`config.mk`:
```
export PLATFORM = sky130hd
export DESIGN_NAME = led_on
export DESIGN_NICKNAME = d
export VERILOG_FILES = /design/src/rtl/led_on.sv
export SDC_FILE = /design/constraint.sdc
export NUM_CORES = 1
export LEC_CHECK = 0
export ABC_AREA = 1
export BUFFER_PORTS_ARGS = -buffer_cell sky130_fd_sc_hd__buf_2
export CAP_MARGIN = 20
export CORE_ASPECT_RATIO = 1.5
export CORE_MARGIN = 5
export CORE_UTILIZATION = 65
export CTS_CLUSTER_DIAMETER = 200
export DETAILED_ROUTE_END_ITERATION = 16
export GPL_TIMING_DRIVEN = 0
export PLACE_DENSITY_LB_ADDON = 0.12
export SLEW_MARGIN = 20
export SYNTH_ARGS = -nofsm -noshare
export SYNTH_HDL_FRONTEND = slang
export SYNTH_SLANG_ARGS = --single-unit
```
`constraint.sdc`:
```
create_clock -name clk -period 2.6 [get_ports clk]
set_input_delay 0.52 -clock clk [delete_from_list [all_inputs] [get_ports clk]]
set_output_delay 0.52 -clock clk [all_outputs]
set_load 0.03 [all_outputs]
```
`src/rtl/led_on.sv`:
```
// Power-on LED driver: dark for STARTUP_CYCLES after reset, then PWM at DUTY/2^PWM_BITS.
// Optional blink gating is compiled in with LED_ON_BLINK_EN.
module led_on #(
  parameter int STARTUP_CYCLES    = 100,
  parameter int PWM_BITS          = 8,
  parameter int DUTY              = 256,
  parameter int BLINK_HALF_CYCLES = 50_000_000
) (
  input  logic clk,
  input  logic rst,
  output logic out
);

  if (DUTY < 0 || DUTY > (1 << PWM_BITS) || PWM_BITS < 1 || PWM_BITS > 16 ||
      STARTUP_CYCLES < 0 || STARTUP_CYCLES > 24'hFF_FFFF || BLINK_HALF_CYCLES < 1) begin : g_bad_param
    $error("led_on: parameter out of range");
  end

  localparam logic [23:0]       StartupW = 24'(STARTUP_CYCLES);
  localparam logic [PWM_BITS:0] DutyW    = (PWM_BITS + 1)'(DUTY);

  typedef enum logic [1:0] {S_RESET, S_WAIT, S_ON} state_e;

  state_e              state_q;
  logic [23:0]         dly_q;
  logic [PWM_BITS-1:0] pwm_q;
  logic [PWM_BITS-1:0] pwm_idx;
  logic [PWM_BITS-1:0] pwm_d;
  logic                pwm_hit;
  logic                lit_d;
  logic                out_q;

  // The entry edge into S_ON already drives PWM slot 0, so the index is forced
  // to zero outside S_ON and the register then holds the next slot to emit.
  always_comb begin
    pwm_idx = (state_q == S_ON) ? pwm_q : '0;
    pwm_d   = pwm_idx + PWM_BITS'(1);
    pwm_hit = {1'b0, pwm_idx} < DutyW;
  end

`ifdef LED_ON_BLINK_EN
  localparam int              BlinkW = $clog2(BLINK_HALF_CYCLES + 1);
  localparam logic [BlinkW-1:0] HalfW = BlinkW'(BLINK_HALF_CYCLES);

  logic [BlinkW-1:0] bcnt_q, bcnt_d;
  logic              phase_q, phase_d;

  always_comb begin
    phase_d = 1'b1;
    bcnt_d  = BlinkW'(1);
    if (state_q == S_ON) begin
      if (bcnt_q == HalfW) begin
        phase_d = ~phase_q;
        bcnt_d  = BlinkW'(1);
      end else begin
        phase_d = phase_q;
        bcnt_d  = bcnt_q + BlinkW'(1);
      end
    end
    lit_d = pwm_hit & phase_d;
  end
`else
  always_comb lit_d = pwm_hit;
`endif

  always_ff @(posedge clk) begin
    if (rst) begin
      state_q <= S_RESET;
      dly_q   <= '0;
      pwm_q   <= '0;
      out_q   <= 1'b0;
`ifdef LED_ON_BLINK_EN
      bcnt_q  <= '0;
      phase_q <= 1'b0;
`endif
    end else begin
      case (state_q)
        S_RESET, S_WAIT: begin
          // dly_q is zero in S_RESET, so STARTUP_CYCLES = 0 skips S_WAIT entirely.
          if (dly_q == StartupW) begin
            state_q <= S_ON;
            pwm_q   <= pwm_d;
            out_q   <= lit_d;
`ifdef LED_ON_BLINK_EN
            bcnt_q  <= bcnt_d;
            phase_q <= phase_d;
`endif
          end else begin
            state_q <= S_WAIT;
            dly_q   <= dly_q + 24'd1;
            out_q   <= 1'b0;
          end
        end
        S_ON: begin
          pwm_q   <= pwm_d;
          out_q   <= lit_d;
`ifdef LED_ON_BLINK_EN
          bcnt_q  <= bcnt_d;
          phase_q <= phase_d;
`endif
        end
        default: begin
          state_q <= S_RESET;
          out_q   <= 1'b0;
        end
      endcase
    end
  end

  assign out = out_q;

endmodule

```
Word-level counts from Yosys, hierarchy flattened:

Cells that the tools add are included.

* RAM bits: 0
* memories: 0
* input port bits: 2
* bits in read-only memories: 0
* bits in registers: 27
* output and inout port bits: 1
* latch bits: 0
* word-level logic and storage cells: 15

* div/mod/pow operators: 0
* $lt $le $gt $ge: 0
* $add $sub $neg: 1
* reduce and logical (&&, ||, !) cells: 3
* bitwise logic cells: 1
* shifts and indexed selects: 0
* multiply operators: 0
* multiplexer cells: 4
* equal/unequal tests: 3

Operators by type and width (count)
* 24-bit by 1-bit adder with 24-bit output (second input constant): 1
* 24-bit by 7-bit equality test with 1-bit output (second input constant): 1
* 2-bit case mux with 2 select lines: 1
* 2-bit by 1-bit equality test with 1-bit output (second input constant): 1
* 2-bit equality test (second input constant): 1
* 2-bit zero test: 1
* 2-bit two-way mux: 1
* 1-bit case mux with 2 select lines: 1
* 2-bit AND reduction: 1
* 2-bit OR reduction: 1
* 1-bit two-way mux: 1
* 1-bit NOT: 1

Depth between registers and ports, before layout:

* depth after elaboration: 3
* gate-level depth with buffers: 13
* gate-level depth less buffers: 13

Worst setup path after synthesis:

OpenSTA, ideal clock, no wires.

* path type: flip-flop to flip-flop
* start: register dly_q[0]
* end: register dly_q[3]
* period minus slack after synthesis: 1516 ps
* required time: 2468 ps
* cell stages (with the launch flop): 13
* library setup time: 132 ps
* buffers on the path: 1
* arrival: 1384 ps
* path slack: 1084 ps
* cells stage by stage: dfxtp_1 inv_1 ha_1 inv_1 nor2_1 nand2_1 nor2_4 nand3_4 nand2_4 inv_2 buf_2 nand2_1 a21oi_1

* cells in the longest elaborated chain, start to end: 3
* elaborated cells on any way between the ends: 4
* classes of those cells: add/sub (1); eq/ne (1); bitwise (1); reduce/logical (1)

RTL lines
* start: declaration: RTL line 25 `logic [23:0] dly_q;`
* start signal: assignment: RTL line 90 `dly_q <= dly_q + 24'd1;`
* parallel branches: the longest is 3 deep, another holds 24-bit by 1-bit adder with 24-bit output

Several ways; the timed one is not identified.
A chain may end at the register's enable or synchronous reset.

Final worst setup path:

* start: register dly_q[0]
* end: register dly_q[4]

Same word-level chain as after synthesis.

==> flow_metrics.env <==
export IMPL_timing_final_crit_share_pct=66.8
export IMPL_final_common_cell="nand2_1"
export IMPL_tightestPinTransition_ps=531
export IMPL_r2r_slack_ps=860
export IMPL_routed_wl_microns=3300
export IMPL_synth_area_leader_cell="dfxtp_1"
export IMPL_antenna_left=0
export IMPL_holdCritStartpoint="rst"
export IMPL_grt_use_met2_pct=37.0
export IMPL_finalWorstSetupSlack_ps=864
export IMPL_total_power_mw=0.636
export IMPL_hold_viol=0
export IMPL_drt_pass1_iter_count=4
export IMPL_die_h_microns=71.3
export IMPL_place_area_sq_mm=0.00166
export IMPL_syn_area_per_cell_sq_um=6.49
export IMPL_cts_max_path_buffers=2
export IMPL_min_period_ps=1740
export IMPL_cp_arrival_ps=1950
export IMPL_area_delta_synth_final_pct=3.84
export IMPL_wl_per_cell_microns=11.8
export IMPL_htreeDepth=1
export IMPL_endpoint_kind="flip-flop"
export IMPL_ctsResizeCount=0
export IMPL_yosysWarnings=0
export IMPL_hold_end="dly_q[9]"
export IMPL_gr_total_overflow=0
export IMPL_cts_clk_slew_worst_paths_ps=150
export IMPL_most_common_layout_cells="76 x nand2_1, 43 x nor2_1, 27 x dfxtp_1"
export IMPL_power_leakage_nw=0.642
export IMPL_relSlewSlack_pct=64.6
export IMPL_nets=261
export IMPL_synthCells=251
export IMPL_rsz0062_at_grt="no"
export IMPL_crit_chain="inv_1 -> ha_1 -> inv_1 -> nor2_1 -> nand2_1 -> nor2_4 -> nand3_4 -> nand2_4 -> inv_2 -> buf_2 -> nand2_1 -> a21oi_1"
export IMPL_skew_ps=7.80
export IMPL_slowest_delay_ps=340
export IMPL_ys_top_cells_by_area="dfxtp_1 33%, nand2_1 18%, nor2_1 9.9%"
export IMPL_via_count=1482
export IMPL_cts_sinks=27
export IMPL_hold_ws_ps=422
export IMPL_fmax_mhz=576
export IMPL_reg2reg_to="dly_q[4]"
export IMPL_nFillCells=238
export IMPL_clk_latency_ps=330
export IMPL_p_per_area_mw_per_mm2=376
export IMPL_gr_usage_met3_pct=2.49
export IMPL_post_dp_hpwl_microns=2550
export IMPL_outcome="finished, final reports clean"
export IMPL_grt_met1_usage_pct=23.7
export IMPL_die_w_microns=50.9
export IMPL_final_max_slew_viol_count=0
export IMPL_coreArea_sq_mm=0.00242
export IMPL_crit_fanout=10
export IMPL_grt_pass1_vias=1448
export IMPL_dp_worst_setup_slack_ps=879
export IMPL_cts_buffers=3
export IMPL_setup_tns_ps=0
export IMPL_num_io_pins=3
export IMPL_grt_use_total_pct=20.7
export IMPL_rr_worst_depth=12
export IMPL_drive_gt1_share_pct=10.9
export IMPL_drc=0
export IMPL_hold_depth=2
export IMPL_start_util_pct=67.2
export IMPL_hp_class="in2reg"
export IMPL_busiest_layer="met2"
export IMPL_antenna_found_initial=0
export IMPL_final_area_sq_mm=0.00169
export IMPL_synth_cell_types=26
export IMPL_avgViaCountPerCell=5.29
export IMPL_crit_required_ps=2810
export IMPL_seq_area_frac_synth_pct=33.2
export IMPL_start_kind="flip-flop"
export IMPL_grt_pass1_wl_microns=5980
export IMPL_reg2reg_from="dly_q[0]"
export IMPL_synth_fp_nets=255
export IMPL_port_buffers=1
export IMPL_fp_dieArea_sq_mm=0.00363
export IMPL_grt_max_degree=16
export IMPL_path_class="reg2reg"
export IMPL_drv_cap=0
export IMPL_cts_root_buf="clkbuf_4"
export IMPL_cts_tree="built"
export IMPL_drt_iter0_markers=55
export IMPL_gp_congestion=0.903
export IMPL_synth_area_sq_mm=0.00163
export IMPL_rows=22
export IMPL_setup_violations=0
export IMPL_post_cts_buffers=0
export IMPL_holdBufCountCts=0
export IMPL_peakVddDrop_mv=0.327
export IMPL_diodes=0
export IMPL_crit_slowest_cell="dfxtp_1"
export IMPL_yosysTopAreaCellShare_pct=33.2
export IMPL_synth_seq_cells=27
==> cells by family after synthesis <==
kind of cell               share of synthesized area (%)
and+or+nand+nor                                     44.0
AOI/OAI and AO/OA                                   6.15
DFF                                                 33.2
buffers and inverters                               8.69
adders and majority gates                           1.54
xor gates and xnor gates                            6.46
==> critical path: cells and delay by family (launching register included) <==
| kind | cells | cell delay (ps) |
|---|---|---|
| AOI/OAI and AO/OA | 1 | 50 |
| adders and majority gates | 1 | 170 |
| buffers and inverters | 4 | 420 |
| DFF | 1 | 340 |
| and+or+nand+nor | 6 | 620 |
==> where the power goes <==
group / leakage, nW / switching (mW) / internal, mW
clock: 0.0177 / 0.127 / 0.0579
sequential: 0.218 / 0.00384 / 0.419
combinational: 0.405 / 0.0190 / 0.00919
==> stage by stage <==
| step | cells | utilization (%) |
|---|---|---|
| after floorplan | 251 | - |
| final | 280 | 69.8 |
| after global placement | 276 | 68.6 |
| after global routing | 280 | 69.8 |
| after detailed placement | 276 | 68.6 |
| after CTS | 280 | 69.8 |
==> synthesized netlist by cell type <==
cell      number
ha_1           2
inv_1         22
o21ai_1        2
nand2_1       76
xnor2_1        6
nand4_1        7
o21ai_0        1
nand2_2        3
a21oi_1       14
nor2_2         8
clkbuf_1       1
o21bai_1       2
buf_6          1
xor2_1         6
nand2_4        1
buf_8          1
nand3_4        1
buf_2          2
nand3_1       14
dfxtp_1       27
clkinv_1       3
nor2_4         4
nor2_1        43
inv_2          2
nor3_1         1
nand3b_1       1
==> flip-flops by register name, indices dropped and copies added, names as in the netlist <==
signal   flops
dly_q       24
out          1
state_q      2
==> area by class of cell <==
class	instances	area, sq um	share of cell area (%)
clock buffers	3	22.5	1.33
well taps	24	30.0	1.78
clock inverters	1	5.00	0.296
repair buffers	1	5.00	0.296
inverters	27	101	6.00
plain buffers	5	40.0	2.37
flip-flops and latches	27	541	32.0
multi-input cells	192	946	56.0
==> per-layer routing <==
metal / part of all wire [%] / wire length [microns]
met2: 50 / 1650
met3: 3.1 / 103
met4: 3.4 / 112
met1: 43 / 1430
met5: 0 / 0
==> worst max path at each step <==
stage | slack (ps) | startpoint | end | depth (start not counted)
CTS | 850 | dly_q[0] | dly_q[6] | 12
global route | 660 | dly_q[0] | dly_q[4] | 12
finish | 860 | dly_q[0] | dly_q[4] | 12
detailed placement | 880 | dly_q[0] | dly_q[5] | 12
global placement | 900 | dly_q[0] | dly_q[5] | 12
floorplan | 1080 | dly_q[0] | dly_q[3] | 12
(Power assumes the default switching activity.)
